<file path="src/rtl/pc_fetch_sequencer.sv">
`timescale 1ns/1ps
// Program counter owner: steps each instruction through
// fetch, BRAM wait, execute and a one-cycle commit.
module pc_fetch_sequencer #(
  parameter int          IMEM_AW     = 10,
  parameter int          IMEM_LAT    = 1,
  parameter int          EXEC_CYCLES = 2,
  parameter logic [31:0] RESET_PC    = 32'h0000_0000
) (
  input  logic               clk,
  input  logic               rst,
  input  logic               run,
  input  logic               halt,
  input  logic [31:0]        final_pc,
  output logic [IMEM_AW-1:0] imem_addr,
  output logic               imem_en,
  input  logic [31:0]        imem_dout,
  output logic [31:0]        instr,
  output logic               instr_valid,
  output logic [31:0]        pc,
  output logic [31:0]        pc_plus4,
  output logic               commit,
  output logic               halted,
  output logic               misalign,
  output logic [31:0]        retired
);

  localparam int LAT_LAST  = (IMEM_LAT > 1) ? IMEM_LAT - 2 : 0;
  localparam int EXEC_LAST = EXEC_CYCLES - 1;

  typedef enum logic [2:0] {
    S_IDLE,
    S_FETCH,
    S_MEM_WAIT,
    S_EXEC,
    S_COMMIT,
    S_HALT
  } state_t;

  state_t      state_q, state_d;
  logic [31:0] pc_q, pc_d;
  logic [31:0] instr_q, instr_d;
  logic [1:0]  lat_q, lat_d;
  logic [2:0]  exec_q, exec_d;
  logic [31:0] ret_q, ret_d;
  logic        mis_q, mis_d;

  always_ff @(posedge clk or negedge rst) begin
    if (!rst) begin
      state_q <= S_IDLE;
      pc_q    <= RESET_PC;
      instr_q <= '0;
      lat_q   <= '0;
      exec_q  <= '0;
      ret_q   <= '0;
      mis_q   <= 1'b0;
    end else begin
      state_q <= state_d;
      pc_q    <= pc_d;
      instr_q <= instr_d;
      lat_q   <= lat_d;
      exec_q  <= exec_d;
      ret_q   <= ret_d;
      mis_q   <= mis_d;
    end
  end

  always_comb begin
    state_d     = state_q;
    pc_d        = pc_q;
    instr_d     = instr_q;
    lat_d       = lat_q;
    exec_d      = exec_q;
    ret_d       = ret_q;
    mis_d       = mis_q;
    imem_en     = 1'b0;
    instr_valid = 1'b0;
    commit      = 1'b0;
    halted      = 1'b0;
    unique case (state_q)
      S_IDLE: begin
        if (run) state_d = S_FETCH;
      end
      S_FETCH: begin
        imem_en = 1'b1;
        lat_d   = '0;
        exec_d  = '0;
        if (IMEM_LAT == 1) begin
          state_d = S_EXEC;
          instr_d = imem_dout;
        end else begin
          state_d = S_MEM_WAIT;
        end
      end
      S_MEM_WAIT: begin
        imem_en = 1'b1;
        lat_d   = lat_q + 2'd1;
        if (lat_q == LAT_LAST[1:0]) begin
          state_d = S_EXEC;
          instr_d = imem_dout;
        end
      end
      S_EXEC: begin
        instr_valid = 1'b1;
        exec_d      = exec_q + 3'd1;
        // halt is only honoured before any execute cycle has elapsed
        if (halt && exec_q == 3'd0) begin
          state_d = S_HALT;
        end else if (exec_q == EXEC_LAST[2:0]) begin
          state_d = S_COMMIT;
        end
      end
      S_COMMIT: begin
        instr_valid = 1'b1;
        commit      = 1'b1;
        pc_d        = {final_pc[31:2], 2'b00};
        mis_d       = mis_q | (|final_pc[1:0]);
        ret_d       = ret_q + 32'd1;
        state_d     = run ? S_FETCH : S_IDLE;
      end
      S_HALT: begin
        halted = 1'b1;
      end
      default: begin
        state_d = S_IDLE;
      end
    endcase
  end

  assign imem_addr = pc_q[IMEM_AW+1:2];
  assign pc        = pc_q;
  assign pc_plus4  = pc_q + 32'd4;
  assign instr     = instr_q;
  assign misalign  = mis_q;
  assign retired   = ret_q;

endmodule

</file>
<file path="config.mk">
export PLATFORM = sky130hd
export DESIGN_NAME = pc_fetch_sequencer
export DESIGN_NICKNAME = d
export VERILOG_FILES = /design/src/rtl/pc_fetch_sequencer.sv
export SDC_FILE = /design/constraint.sdc
export NUM_CORES = 1
export LEC_CHECK = 0
export CAP_MARGIN = 15
export CORE_MARGIN = 5
export CORE_UTILIZATION = 46
export CTS_CLUSTER_DIAMETER = 200
export DETAILED_ROUTE_END_ITERATION = 10
export MAX_ROUTING_LAYER = met4
export PLACE_DENSITY_LB_ADDON = 0.2
export SYNTH_ARGS = -nofsm -noshare
export SYNTH_HDL_FRONTEND = slang
export SYNTH_SLANG_ARGS = --single-unit
export TNS_END_PERCENT = 30
</file>
<file path="constraint.sdc">
create_clock -name clk -period 4.35 [get_ports clk]
set_input_delay 0.6525 -clock clk [delete_from_list [all_inputs] [get_ports clk]]
set_output_delay 0.6525 -clock clk [all_outputs]
set_load 0.005 [all_outputs]
</file>
=== Word level (Yosys, flattened, before mapping) ===
Index checks and enable logic that the tools add are counted.

* Multiplexer cells: 14
* Reductions and logical operators: 11
* Div/mod/pow operators: 0
* Shift-type cells: 0
* Magnitude comparators: 0
* Eq/ne operators: 9
* Bitwise operators: 2
* Add/subtract/negate cells: 4
* Multipliers: 0

{| class="wikitable"
|+ Operators with widths
! cell !! number
|-
| $pmux 32 s2 || 1
|-
| $add 32x1->32 const B || 1
|-
| $add 32x3->32 const B || 1
|-
| $mux 32 || 1
|-
| $pmux 3 s6 || 1
|-
| $mux 3 || 4
|-
| $eq 3x1->1 const B || 2
|-
| $eq 3x2->1 const B || 2
|-
| $eq 3x3->1 const B || 2
|-
| $logic_not 3->1 || 2
|-
| $pmux 3 s2 || 1
|-
| $reduce_or 2->1 || 3
|-
| $mux 1 || 5
|-
| $ne 2x2->1 const B || 2
|-
| $pmux 2 s2 || 1
|-
| $reduce_and 4->1 || 1
|-
| $reduce_bool 2->1 || 2
|-
| $add 3x1->3 const B || 1
|-
| $ne 3x3->1 const B || 1
|-
| $add 2x1->2 const B || 1
|-
| $logic_not 2->1 || 1
|-
| $reduce_and 2->1 || 1
|-
| $logic_and 1x1->1 || 1
|-
| $not 1->1 || 1
|-
| $or 1x1->1 || 1
|}

* Logic and storage cells: 47
* Register bits: 103
* Memories kept: 0
* RAM bits: 0
* Bits in read-only memories: 0
* Output and inout bits: 143
* Bits in latches: 0

=== Depth between registers and ports, before layout ===
Gate-level depths: netlist of the first run.

* Depth in word-level cells: 4
* Depth in mapped cells: 7

=== Least setup slack after synthesis of the first run ===
No wires, ideal clock.

* Path type: reg2out
* Start: register pc_q[2], in the netlist pc[2]
* End: output pc_plus4[22]
* Arrival time: 1.663 ns
* Cell stages (with the launch flop): 6
* Path slack: 2.035 ns
* Required time: 3.697 ns
* Path buffers: 0
* Cell sequence: dfrtp_1 > ha_1 > nand3_1 > nor4_1 > nand4_1 > xnor2_1

* Cells in the longest elaborated chain, start to end: 1

{| class="wikitable"
|+ Ends and longest elaborated chain
! item !! RTL line !! source
|-
| start, declared || 41 || <nowiki>logic [31:0] pc_q, pc_d;</nowiki>
|-
| start signal, assigned || 59 || <nowiki>pc_q <= pc_d;</nowiki>
|-
| $add 32x3->32 || 132 || <nowiki>assign pc_plus4 = pc_q + 32'd4;</nowiki>
|-
| end, declared || 21 || <nowiki>output logic [31:0] pc_plus4,</nowiki>
|}

Every way passes these cells.

=== Worst setup path after layout of the first run ===
Ends and elaborated chain as after synthesis.

==> impl_metrics.ini, run 1 <==
[sta]
rsz0062_at_grt = false
layout_worst_path_cycle_share_pct = 83.37
clock_skew_ns = 0.009095
slew_headroom_pct = 35.45
finalMaxSlewViolations = 0
timing.fmax_mhz = 275.8
setup_viol = 0
finalHoldViolCount = 0
fin_crit_ns = 3.626
setup_tns_ns = 0
tightest_slew_ns = 0.9593

[clock_tree]
cts_tree = yes
cts_made_buffers = 9
clk_pin_slew_ns = 0.09
clock_latency_ns = 0.35
clockRootBuffer = clkbuf_8
clockBufferDepth = 2
cts_num_sinks = 103
postCtsHoldBufs = 0
htree_levels = 3
cts_setup_buffers = 0
cts_resized = 0

[setup_path]
r2r-end = retired[29]
max_stage_delay_ns = 0.80
rr_worst_depth = 5
cp-start-kind = flip-flop
r2r_start = state_q[0]
critPathLaunch = pc[2]
cp_max_fo = 6
endpoint = pc_plus4[22]
worstSetupPathDepth = 6
crit_chain = ha_1 > nand3_1 > nor4_1 > nand4_1 > xnor2_1 > clkdlybuf4s50_1
path_buf_inv = 1
arrival_ns = 2.97
crit_type = reg2out
crit_required_ns = 3.70
r2r_slack_ns = 2.13
end_kind = output port
path_delay_family = simple AND/OR/NAND/NOR gates
cp_slowest_cell = nor4_1

[cells_and_area]
syn_to_final_growth_pct = 47.90
diodes = 0
final_cell_area_um2 = 7271
fin_nets = 745
drive_gt1_share_pct = 8.741

[worst_hold_path]
holdCritPathClass = in2async

[job]
drv_cap = 0

[synth]
synthTopCellsByArea = dfrtp_1 (52%), xnor2_1 (8.9%), nand2_1 (8.5%)
ys_types = 39
synthCells = 475
syn_area_um2 = 4916
synth.avg_cell_area_um2 = 10.35
async_reset_ff_share_pct = 100.0
ys_warn_count = 0
synth_seq_cells = 103
yosys.area.top_type_share_pct = 52.43
synth_common_cells = nand2_1 (111), dfrtp_1 (103), xnor2_1 (50)
synth_most_common_cell = nand2_1
ys_seq_area_share_pct = 52.43
synth_ff_type = dfrtp_1
synth_top_cell_by_area = dfrtp_1
synth_edf_count = 0

[floorplan]
die_y_um = 113.4
die_w_um = 113.4
coreArea_um2 = 10370
die_area_um2 = 12850
initial_core_util_pct = 47.41
ios = 211
core.rowCount = 37

[routing]
ant_nets = 0
drc = 0
drt-vias-per-instance = 5.078
drt_iter0_drc = 263
wire_per_inst_um = 16.58
vias = 4118
first_pass_iters = 4
wl_mm = 13.45

[global_routing]
grt_usage_pct = 21.84
grt_antenna_before_repair = 0
grt_max_degree = 71
globalRouteOverflowTotal = 0
grt_pass1_vias = 4233
grt_pass1_wl_mm = 21.89

[outcome]
outcome = finished clean

[place]
dp_hpwl_mm = 10.30
place_congestion = 0.8797
postPlaceCellArea_um2 = 7013
port_buffers = 206

[pwr]
ir_drop_mv = 0.3573
leakage_uw = 0.003048
power_density_nw_per_um2 = 629.9
==> metal layers <==
metal | track usage (%) | routed length [um] | vias up
met3 | 3.501 | 762 | 23
met5 | - | 0 | -
met4 | 7.692 | 337 | 0
li1 | - | - | 1983
met1 | 26.63 | 5599 | 1964
met2 | 36.97 | 6747 | 148
==> power by group <==
part	internal, uW	switching [uW]	total, uW
Clock	437	322	760
Sequential	1300	378	1680
Combinational	1390	749	2140
Total	3130	1450	4580
==> cell type report <==
cell class,instances,area (um2)
Sequential cell,103,2577
Inverter,10,37.54
Clock buffer,9,123.9
Clock inverter,6,133.9
Tap cell,136,170.2
Fill cell,818,3099
Multi-Input combinational cell,337,2138
Timing Repair Buffer,210,2090
==> logic make-up (layout without fill, tap and decap cells) <==
kind of cell | count (synthesis) | count (layout) | synth area share (%)
AND/OR/NAND/NOR | 216 | 216 | 21.51
flip-flops | 103 | 103 | 52.43
XOR/XNOR | 59 | 59 | 10.51
buffers and inverters | 38 | 235 | 4.378
multiplexers | 32 | 32 | 7.330
AO/OA/AOI/OAI | 20 | 20 | 2.240
adder cells (fa/ha/maj) | 6 | 6 | 1.527
other | 1 | 4 | 0.07628
==> sequential cells by signal (all words and copies together) (netlist names) <==
register and flops:
exec_q 3, lat_q 2, state_q 3, misalign 1
pc 30, retired 32, instr 32
==> per-stage QoR <==
stage	utilization, %	setup slack [ns]	hold WS, ns	power [uW]	instances
detailed placement	67.63	1.135	0.4665	3875	796
global route	70.11	0.4457	0.4705	4900	811
finish	70.11	0.7236	0.4029	4580	811
floorplan	-	2.035	0.3569	2542	478
CTS	70.11	0.7254	0.4441	4643	811
global placement	67.63	1.230	0.4611	3806	796
==> worst min path at each step <==
stage	slack, ns	startpoint	end	cells after the start
after floorplan	0.36	rst	exec_q[0]	0
after global placement	0.46	misalign	misalign	1
after detailed placement	0.47	misalign	misalign	1
after CTS	0.44	rst	retired[17]	1
after global routing	0.47	rst	retired[19]	1
final	0.40	rst	retired[19]	1
==> cells in the final DEF, fill, tap and decap left out, types with 2 or more instances in the layout <==
cell / netlist / layout
nand3_1: 26 / 26
nor4_2: 2 / 2
clkdlybuf4s50_1: 0 / 205
and3_1: 7 / 7
conb_1: 1 / 4
dfrtp_1: 103 / 103
nor3_1: 12 / 12
o21ai_0: 9 / 9
a211oi_1: 2 / 2
mux2_2: 32 / 32
bufinv_16: 0 / 4
nor4_1: 3 / 3
nand2_1: 111 / 111
ha_1: 6 / 6
clkbuf_8: 0 / 9
nor2_1: 11 / 11
xnor2_1: 50 / 50
nand2b_1: 2 / 2
buf_4: 14 / 5
inv_1: 9 / 9
and2_1: 3 / 3
xor2_1: 9 / 9
and4_1: 3 / 3
nand4_1: 26 / 26
a21oi_1: 7 / 6
Note: power is estimated with default switching activity, not from simulation.
==> inputs of run 2 (changes only) <==
CORE_UTILIZATION = 43   (was 46)
clock period = 3.45 ns   (was 4.35 ns; I/O delays follow)
==> run 2 against run 1 <==
Compared with the run above: final cell count is 1.1% higher; global-route usage is 1.7 points lower; combinational power is 26% higher; sequential cell count stayed put; hold slack worse by 0.26 ns; critical path depth is 1 higher; worst setup slack worse by 0.41 ns; total power is 26% higher; critical path type unchanged; largest cell class unchanged; largest power group unchanged.
==> impl_metrics.ini, run 2 (same netlist as run 1, synthesis figures left out) <==
[clock_tree]
cts_made_buffers = 9
cts_tree = yes
clockBufferDepth = 2
clock_latency_ns = 0.34
cts_num_sinks = 103
clk_pin_slew_ns = 0.07
cts_setup_buffers = 0
clockRootBuffer = clkbuf_16
postCtsHoldBufs = 0
htree_levels = 3
cts_resized = 0

[place]
place_congestion = 0.8465
dp_hpwl_mm = 10.46
postPlaceCellArea_um2 = 7049
port_buffers = 206

[setup_path]
cp-start-kind = flip-flop
crit_required_ns = 2.93
critPathLaunch = pc[2]
r2r_start = state_q[0]
endpoint = pc_plus4[22]
rr_worst_depth = 3
arrival_ns = 2.61
end_kind = output port
r2r-end = instr[29]
cp_max_fo = 6
r2r_slack_ns = 1.19
crit_type = reg2out

[cells_and_area]
diodes = 0
postLayoutCoreUtil_pct = 64.75
final_cell_area_um2 = 7331
syn_to_final_growth_pct = 49.12
fin_nets = 746
final_cell_mix = clkdlybuf4s50_1 (205), nand2_1 (111), dfrtp_1 (103)
final_common_cell = clkdlybuf4s50_1
drive_gt1_share_pct = 9.010

[outcome]
outcome = finished clean

[pwr]
p_seq_share_pct = 36.9
ir_drop_mv = 0.4648
p_int_uw = 3892
power_uw = 5771
clkPwrFrac_pct = 16.5
switchingPower_uw = 1880
power_density_nw_per_um2 = 787.3
p_comb_share_pct = 46.7
leakage_uw = 0.003061
swShare_pct = 32.57

[sta]
hold_slack_ns = 0.1442
setup_viol = 0
clock_skew_ns = 0.01178
rsz0062_at_grt = false
setup_tns_ns = 0
fin_crit_ns = 3.132
finalHoldViolCount = 0
tightest_slew_ns = 1.043
slew_headroom_pct = 30.30
finalMaxSlewViolations = 0
layout_worst_path_cycle_share_pct = 90.77
timing.fmax_mhz = 319.3

[floorplan]
ios = 211
coreArea_um2 = 11320
core.rowCount = 39
initial_core_util_pct = 43.42
die_w_um = 116.9
die_area_um2 = 13670
die_y_um = 116.9

[global_routing]
grt_max_degree = 65
grt_antenna_before_repair = 0
grt_pass1_vias = 4081
globalRouteOverflowTotal = 0
grt_pass1_wl_mm = 20.98
grt_usage_pct = 20.10

[routing]
first_pass_iters = 4
vias = 4096
ant_nets = 0
wl_mm = 13.61
drt-vias-per-instance = 4.995
wire_per_inst_um = 16.60
drc = 0
drt_iter0_drc = 347

[job]
drv_cap = 0

[worst_hold_path]
holdCritPathClass = in2async
## run 2: how the worst min path moves through the flow
stage,from,endpoint,slack (ns),cells past startpoint
2_1_floorplan,rst,exec_q[0],0.22,0
3_3_place_gp,misalign,misalign,0.46,1
3_5_place_dp,misalign,misalign,0.47,1
4_1_cts,rst,pc[15],0.17,1
5_1_grt,rst,pc[15],0.20,1
6_report,rst,pc[15],0.14,1
## run 2: area by class of cell
class,instances,area (um2)
inverters,10,37.54
clock buffers,9,225.2
multi-input cells,337,2146
flip-flops and latches,103,2577
fillers,945,3990
repair buffers,211,2110
clock inverters,7,56.30
well taps,143,178.9
## run 2: through the flow
stage / worst slack (ns) / cells
detailed placement: 0.6537 / 804
global placement: 0.7453 / 804
global route: 0.1777 / 820
CTS: 0.2735 / 820
finish: 0.3183 / 820
floorplan: 1.270 / 478
## run 2: power groups by stage
stage,clock network (uW),logic (uW),registers [uW]
2_1_floorplan,0,1140,2060
3_3_place_gp,0,2690,2100
3_5_place_dp,0,2740,2150
4_1_cts,981,2750,2120
5_1_grt,1020,2930,2200
6_report,951,2690,2130
## run 2: critical path: stages (launching register included)
cell	delay, ns
dfrtp_1	0.43
ha_1	0.21
nand3_1	0.23
nor4_1	0.28
buf_4	0.20
nand4_1	0.12
xnor2_1	0.25
clkdlybuf4s50_1	0.55
## run 2: routing by layer
layer	vias to the layer above	part of all wire, %	GRT usage, %
met5	-	0	-
met4	0	1.7	6.498
met3	18	7.7	3.188
met2	154	51	34.32
met1	1941	40	24.48
li1	1983	-	-
